==> config.mk <==
export PLATFORM = sky130hd
export DESIGN_NAME = cache_mem_arbiter
export DESIGN_NICKNAME = d
export VERILOG_FILES = /design/src/rtl/cache_arb_pkg.sv /design/src/rtl/cache_arb_pick.sv /design/src/rtl/cache_mem_arbiter.sv
export SDC_FILE = /design/constraint.sdc
export NUM_CORES = 1
export LEC_CHECK = 0
export ABC_AREA = 1
export CAP_MARGIN = 20
export CORE_ASPECT_RATIO = 1.75
export CORE_UTILIZATION = 31
export DETAILED_ROUTE_END_ITERATION = 10
export PLACE_DENSITY = 0.77
export SLEW_MARGIN = 0
export SYNTH_ARGS = -nofsm -noshare
export SYNTH_HDL_FRONTEND = slang
export SYNTH_SLANG_ARGS = --single-unit
==> constraint.sdc <==
create_clock -name clk -period 1.7 [get_ports clk]
set_input_delay 0.51 -clock clk [delete_from_list [all_inputs] [get_ports clk]]
set_output_delay 0.51 -clock clk [all_outputs]
set_load 0.02 [all_outputs]
==> src/rtl/cache_arb_pkg.sv <==
// Shared types and constants for the cache/memory arbiter.
// ARB_ROUND_ROBIN_EN selects round-robin arbitration between contending misses.
package cache_arb_pkg;

    localparam int unsigned BLOCK_WORDS = 8;
    localparam int unsigned WORD_BYTES  = 2;
    localparam logic [2:0]  LAST_WORD   = 3'(BLOCK_WORDS - 1);

    typedef enum logic [1:0] {IDLE, FILL, WRITE, DONE} arb_state_e;
    typedef enum logic {OWN_I, OWN_D} owner_e;
    typedef enum logic [1:0] {GNT_NONE, GNT_FILL_I, GNT_FILL_D, GNT_WRITE} grant_e;

    // Base has a zero low nibble, so OR-ing the word offset can never carry out of it.
    function automatic logic [15:0] word_addr(input logic [15:0] base, input logic [2:0] idx);
        return base | {12'h000, idx, 1'b0};
    endfunction

endpackage

==> src/rtl/cache_arb_pick.sv <==
// Combinational grant selector: I miss, D miss, then D store.
// With ARB_ROUND_ROBIN_EN, contending misses alternate using the last contested winner.
module cache_arb_pick
    import cache_arb_pkg::*;
(
    input  logic   i_miss,
    input  logic   d_miss,
    input  logic   d_wr,
    input  owner_e last_grant,
    output grant_e gnt,
    output owner_e last_grant_next
);

    always_comb begin
        gnt             = GNT_NONE;
        last_grant_next = last_grant;
        if (i_miss && d_miss) begin
`ifdef ARB_ROUND_ROBIN_EN
            gnt = (last_grant == OWN_D) ? GNT_FILL_I : GNT_FILL_D;
`else
            gnt = GNT_FILL_I;
`endif
            // Only a contested decision moves the round-robin pointer.
            last_grant_next = (gnt == GNT_FILL_I) ? OWN_I : OWN_D;
        end else if (i_miss) begin
            gnt = GNT_FILL_I;
        end else if (d_miss) begin
            gnt = GNT_FILL_D;
        end else if (d_wr) begin
            gnt = GNT_WRITE;
        end
    end

endmodule

==> src/rtl/cache_mem_arbiter.sv <==
// Shares one memory port between I-cache block fills, D-cache block fills and D-side stores.
// ARB_ROUND_ROBIN_EN enables round-robin between simultaneous I and D misses.
module cache_mem_arbiter
    import cache_arb_pkg::*;
(
    input  logic        clk,
    input  logic        rst,
    input  logic        i_miss,
    input  logic [15:0] i_addr,
    input  logic        d_miss,
    input  logic [15:0] d_addr,
    input  logic        d_wr,
    input  logic [15:0] d_wdata,
    input  logic [15:0] mem_rdata,
    input  logic        mem_valid,
    output logic        mem_en,
    output logic        mem_wr,
    output logic [15:0] mem_addr,
    output logic [15:0] mem_wdata,
    output logic        fill_we_i,
    output logic        fill_we_d,
    output logic [15:0] fill_addr,
    output logic [15:0] fill_data,
    output logic        fill_done,
    output logic        i_stall,
    output logic        d_stall
);

    arb_state_e  state_q, state_d;
    owner_e      owner_q, owner_d;
    owner_e      last_q, last_d, last_next;
    logic [15:0] base_q, base_d;
    logic [2:0]  issue_cnt_q, issue_cnt_d;
    logic [2:0]  rx_cnt_q, rx_cnt_d;
    logic        issue_done_q, issue_done_d;
    grant_e      gnt;

    cache_arb_pick u_pick (
        .i_miss          (i_miss),
        .d_miss          (d_miss),
        .d_wr            (d_wr),
        .last_grant      (last_q),
        .gnt             (gnt),
        .last_grant_next (last_next)
    );

    always_ff @(posedge clk) begin
        if (rst) begin
            state_q      <= IDLE;
            owner_q      <= OWN_I;
            last_q       <= OWN_D;
            base_q       <= '0;
            issue_cnt_q  <= '0;
            rx_cnt_q     <= '0;
            issue_done_q <= 1'b0;
        end else begin
            state_q      <= state_d;
            owner_q      <= owner_d;
            last_q       <= last_d;
            base_q       <= base_d;
            issue_cnt_q  <= issue_cnt_d;
            rx_cnt_q     <= rx_cnt_d;
            issue_done_q <= issue_done_d;
        end
    end

    always_comb begin
        state_d = state_q;
        unique case (state_q)
            IDLE: begin
                unique case (gnt)
                    GNT_FILL_I, GNT_FILL_D: state_d = FILL;
                    GNT_WRITE:              state_d = WRITE;
                    default:                state_d = IDLE;
                endcase
            end
            FILL:    if (mem_valid && rx_cnt_q == LAST_WORD) state_d = DONE;
            WRITE:   state_d = IDLE;
            DONE:    state_d = IDLE;
            default: state_d = IDLE;
        endcase
    end

    always_comb begin
        owner_d      = owner_q;
        last_d       = last_q;
        base_d       = base_q;
        issue_cnt_d  = issue_cnt_q;
        rx_cnt_d     = rx_cnt_q;
        issue_done_d = issue_done_q;
        if (state_q == IDLE) begin
            last_d = last_next;
            if (gnt == GNT_FILL_I || gnt == GNT_FILL_D) begin
                owner_d      = (gnt == GNT_FILL_I) ? OWN_I : OWN_D;
                base_d       = ((gnt == GNT_FILL_I) ? i_addr : d_addr) & 16'hFFF0;
                issue_cnt_d  = '0;
                rx_cnt_d     = '0;
                issue_done_d = 1'b0;
            end
        end else if (state_q == FILL) begin
            // Counters saturate at 7; a separate flag marks the eighth read as issued.
            if (!issue_done_q) begin
                if (issue_cnt_q == LAST_WORD) issue_done_d = 1'b1;
                else                          issue_cnt_d  = issue_cnt_q + 3'd1;
            end
            if (mem_valid && rx_cnt_q != LAST_WORD) rx_cnt_d = rx_cnt_q + 3'd1;
        end
    end

    always_comb begin
        mem_en    = 1'b0;
        mem_wr    = 1'b0;
        mem_addr  = '0;
        mem_wdata = '0;
        fill_we_i = 1'b0;
        fill_we_d = 1'b0;
        fill_addr = '0;
        fill_data = '0;
        fill_done = 1'b0;
        i_stall   = 1'b0;
        d_stall   = 1'b0;
        if (!rst) begin
            unique case (state_q)
                FILL: begin
                    if (!issue_done_q) begin
                        mem_en   = 1'b1;
                        mem_addr = word_addr(base_q, issue_cnt_q);
                    end
                    if (mem_valid) begin
                        fill_we_i = (owner_q == OWN_I);
                        fill_we_d = (owner_q == OWN_D);
                        fill_addr = word_addr(base_q, rx_cnt_q);
                    end
                end
                WRITE: begin
                    mem_en    = 1'b1;
                    mem_wr    = 1'b1;
                    mem_addr  = d_addr;
                    mem_wdata = d_wdata;
                end
                DONE:    fill_done = 1'b1;
                default: ;
            endcase
            fill_data = mem_rdata;
            i_stall   = i_miss && !(state_q == DONE && owner_q == OWN_I);
            d_stall   = (d_miss || d_wr) &&
                        !((state_q == DONE && owner_q == OWN_D) || state_q == WRITE);
        end
    end

endmodule

# Yosys cells after proc, flatten, opt, wreduce, memory -nomap -nowiden
# Cells that the tools add are included.
[word_totals] input_bits=70 output_inout_bits=71 wordCells=91 register_bits=22
[op_classes] mux=46 addsub=2 n_eq_ne=13 n_reduce_logical=21 bitwise_logic=3
[ops] op="$mux W16" count=9
[ops] op="$or A16 B4 Y16" count=2
[ops] op="$pmux W16 S2" count=1
[ops] op="$mux W3" count=8
[ops] op="$mux W1" count=20
[ops] op="$mux W2" count=5
[ops] op="$eq A2 B2 Y1 const B" count=4
[ops] op="$logic_and A1 B1 Y1" count=7
[ops] op="$add A3 B1 Y3 const B" count=2
[ops] op="$eq A3 B3 Y1 const B" count=2
[ops] op="$pmux W2 S3" count=1
[ops] op="$eq A2 B1 Y1 const B" count=2
[ops] op="$ne A2 B1 Y1 const B" count=2
[ops] op="$ne A2 B2 Y1 const B" count=2
[ops] op="$pmux W2 S2" count=1
[ops] op="$reduce_and A2 Y1" count=2
[ops] op="$reduce_and A4 Y1" count=1
[ops] op="$reduce_bool A2 Y1" count=2
[ops] op="$reduce_or A2 Y1" count=2
[ops] op="$logic_or A1 B1 Y1" count=3
[ops] op="$ne A3 B3 Y1 const B" count=1
[ops] op="$reduce_and A3 Y1" count=1
[ops] op="$logic_not A1 Y1" count=2
[ops] op="$logic_not A2 Y1" count=1
[ops] op="other kinds (2)" count=2

# Depth between registers and ports, before layout
[logic_depth] word_depth=8 mapped_depth=11 mapped_depth_nobuf=11

# Hierarchy
# A second synthesis with hierarchy kept.
[hier_totals] hier_cells=347 hier_area_um2=2070.7
[modules_own_cells] module="cache_mem_arbiter" cells_per_inst=339 instances=1 area_per_inst_um2=2039.5 seq_area_each_um2=460.4
[modules_own_cells] module="cache_arb_pick" cells_per_inst=8 instances=1 area_per_inst_um2=31.3 seq_area_each_um2=0.0

# Least setup slack after synthesis
# OpenSTA, ideal clock, no wires.
[synth_path] path_kind="flip-flop to output port" start="register state_q[0]" end="output port mem_addr[10]" path_buffers=1 t_required_ns=1.190 setup_slack_ns=-0.193 arrival_ns=1.383 path_stages_with_launch=6 cell_sequence="dfxtp_1 > inv_1 > ha_1 > nand2_1 > buf_2 > a21oi_1"
[synth_between] elab_chain_cells=3 word_cells_on_any_way=4 classes_between="eq/ne: 2; mux: 2"
[synth_lines] item="start: declaration" line_no="cache_mem_arbiter.sv:29" text="arb_state_e state_q, state_d;"
[synth_lines] item="start signal: assignment" line_no="cache_mem_arbiter.sv:57" text="state_q <= state_d;"
[synth_lines] item="$eq A2 B2 Y1 / $eq A2 B1 Y1 (equally long branches)" line_no="cache_mem_arbiter.sv:123" text="unique case (state_q)"
[synth_lines] item="$pmux W16 S2 (*)" line_no="cache_mem_arbiter.sv:123"
[synth_lines] item="$mux W16 (*)" line_no="cache_mem_arbiter.sv:122" text="if (!rst) begin"
[synth_lines] item="end: declaration" line_no="cache_mem_arbiter.sv:18" text="output logic [15:0] mem_addr,"
# Every way passes the cells marked *; elsewhere a longest branch is shown, timed or not.

# Worst setup path after layout
[layout_path] start="register state_q[0]" end="output port fill_addr[14]"
[layout_between] elab_chain_cells=3
[layout_lines] item="$eq A2 B1 Y1" line_no="cache_mem_arbiter.sv:123"
[layout_lines] item="$mux W16" line_no="cache_mem_arbiter.sv:123"
[layout_lines] item="$mux W16" line_no="cache_mem_arbiter.sv:122"
[layout_lines] item="end: declaration" line_no="cache_mem_arbiter.sv:22" text="output logic [15:0] fill_addr,"
# No other way between the ends.

==> run_results.csv <==
group,metric,value,unit
finish,nFillCells,379,
synth,synth_cell_types,22,
timing,finalCriticalPeriod,2.071,ns
timing,fin_ws,-0.3710,ns
placement,placedCellCount,578,
synth,synth_top_family_by_area,"simple AND/OR/NAND/NOR gates",
timing,rsz0062_at_grt,"yes",
timing,final.setup.tns,-16.33,ns
power,power.total,5.241,mW
timing,setup_viol,66,
setup_path,cp-start-kind,"register",
route,wl,11480,microns
placement,dp.final_hpwl,6159,microns
clocking,clk_pin_slew,0.09,ns
synth,synth_top_area_frac,0.2302,
synth,synthXorXnorAreaFrac,0,
power,ir_drop,0.7733,mV
synth,synth_area,1913,sq um
synth,yosysTopAreaCell,"dfxtp_1",
finish,diodes,0,
timing,worst_clock_skew,0.002463,ns
hold_path,min_path_type,"register to register",
run_status,status,"complete, but fails checks",
clocking,root_buffer,"clkbuf_8",
grt,grt_usage,0.2972,
synth,syn_inst,339,
synth,yosys-top-cells-count,"79 x nor2_1, 57 x inv_1, 57 x nand2_1",
synth,synth_most_common_cell,"nor2_1",
timing,worst_slew_pin_slew,0.4947,ns
synth,ys.flop_type,"dfxtp_1",
synth,syn_nets,422,
synth,synth-edff-count,0,
setup_path,critical_path_class,"register to output pin",
setup_path,required,1.19,ns
synth,synth.avg_cell_area,5.643,sq um
setup_path,worst-path-max-fanout,8,
grt,grt_pass1_wl,14550,microns
setup_path,end_kind,"output pin",
die,num_rows,37,
power,p_per_area,1109,nW/um^2
grt,grt_pass1_vias,3071,
die,fp.dieArea,6502,sq um
route,wl_per_cell,19.23,microns
timing,slew_viol_final,0,
placement,place.gp.congestion,0.8498,
grt,antenna_found_initial,0,
finish,syn2layout_area_growth,147.0,%
synth,yosys.area_share.simple,0.3303,
clocking,clock_latency,0.27,ns
clocking,cts_buffers,3,
clocking,clk_path_buf_depth,2,
job,max_cap_viol_count,0,
timing,slew-limit-headroom,0.6667,
synth,ys_warn_count,0,
synth,ys_ff_latch,22,
clocking,cts_num_sinks,22,
die,die_y,105.9,microns
timing,fmax,482.8,MHz
route,ant_nets,0,
run_status,violations,"setup timing",
die,io_pins,141,
synth,async_flop_share,0,
die,core-area,5926,sq um
finish,drive_gt1_frac,0.4740,
route,drc,0,
route,num_vias,3160,
clocking,hold_buffers,0,
grt,grt_max_degree,18,
finish,final_cells,597,
synth,synthAdderAreaFrac,0.08502,
grt,grt_overflow,0,
route,drt_pass1_iterations,5,
clocking,ctsHtreeMaxLevel,1,
clocking,cts_tree,"yes",
placement,io_buffer_count,135,
die,start_util,0.3228,
power,leakage,2.072,nW
route,via_per_inst,5.293,
timing,finalHoldViolCount,0,
synth,synthMuxAreaShare,0,
route,drtIter0Drc,354,
synth,synth_area_leaders,"dfxtp_1 23%, nor2_1 16%, inv_1 11%",
setup_path,cp.arrival,1.56,ns
timing,fin_crit_sh,1.218,
timing,whs,0.5511,ns
synth,seq_area_frac_synth,0.2302,
finish,fin_nets,603,
die,die_x,61.39,microns
synth,synth_compound_area_frac,0.1825,
## cell families (layout without fill, tap and decap cells)
kind of cell             count (synthesis)  in the layout
AO/OA/AOI/OAI                           66             66
other                                    1              1
buffers and inverters                   78            258
adder cells (fa/ha/maj)                 13             13
flip-flops                              22             22
AND/OR/NAND/NOR                        159            159
## cells in the final DEF (no fill, tap or decap), drive strengths merged
| cell | instances |
|---|---|
| clkbuf | 5 |
| a21oi | 33 |
| a21boi | 2 |
| buf | 132 |
| nor2 | 80 |
| conb | 1 |
| nand3 | 20 |
| nand2 | 57 |
| clkinv | 1 |
| inv | 57 |
| a211oi | 1 |
| clkdlybuf4s50 | 44 |
| dfxtp | 22 |
| clkinvlp | 1 |
| dlygate4sd2 | 17 |
| nor3 | 2 |
| o21ai | 30 |
| ha | 13 |
| bufinv | 1 |
## metrics by stage
step	worst slack, ns	util	instance area [sq um]
floorplan	-0.03490	-	2157
global placement	-0.7932	0.6560	3887
detailed placement	-0.8145	0.6560	3887
CTS	-0.3350	0.7344	4352
global route	-0.4286	0.7973	4725
finish	-0.3710	0.7973	4725
## power breakdown
group / internal (mW) / switching (mW) / leakage (nW)
Combinational: 1.78 / 2.09 / 1.85
Sequential: 0.693 / 0.154 / 0.183
Clock: 0.315 / 0.200 / 0.0357
## path summary, 6_finish.rpt
path,startpoint,endpoint,slack (ns),depth (start not counted)
worst max-delay path,state_q[0]$_SDFFE_PP0P_,fill_addr[14],-0.37,6
worst min-delay path,rx_cnt_q[2]$_SDFFE_PP0P_,rx_cnt_q[2]$_SDFFE_PP0P_,0.55,2
worst max register to register,state_q[1]$_SDFFE_PP0P_,base_q[11]$_SDFFE_PP0P_,-0.05,8
worst min register to register,rx_cnt_q[2]$_SDFFE_PP0P_,rx_cnt_q[2]$_SDFFE_PP0P_,0.55,2
## state kept, by name (all words and copies together), names as in the netlist
signal and cells:
rx_cnt_q 3, state_q 2, owner_q 1, issue_done_q 1, base_q 12, issue_cnt_q 3
## what timing repair did
action	4_1_cts	5_1_grt
buffers inserted	9	3
gates cloned	5	1
pin swaps	24	27
gates resized for setup	469	108
setup endpoints to repair	91	83
## metal layers
metal	vias up	GRT usage	routed length [microns]
met5	-	0	0
met4	0	0.1206	667
met3	54	0.02433	637
met2	177	0.5745	6385
met1	1521	0.3044	3788
li1	1408	-	-
## final cells by class
class,instances,area (sq um),share of cell area
repair buffers,195,2033,0.4303
multi-input cells,239,1842,0.3898
flip-flops and latches,22,447.9,0.09481
inverters,59,232.7,0.04926
well taps,78,97.59,0.02066
clock buffers,3,41.29,0.008739
clock inverters,1,30.03,0.006356
## worst max-delay path, stage by stage, from the launching register on
cell	delay, ns
dfxtp_4	0.38
buf_6	0.12
ha_4	0.15
nand3_4	0.14
buf_12	0.20
nor2_4	0.15
buf_6	0.14
(Power assumes the default switching activity.)
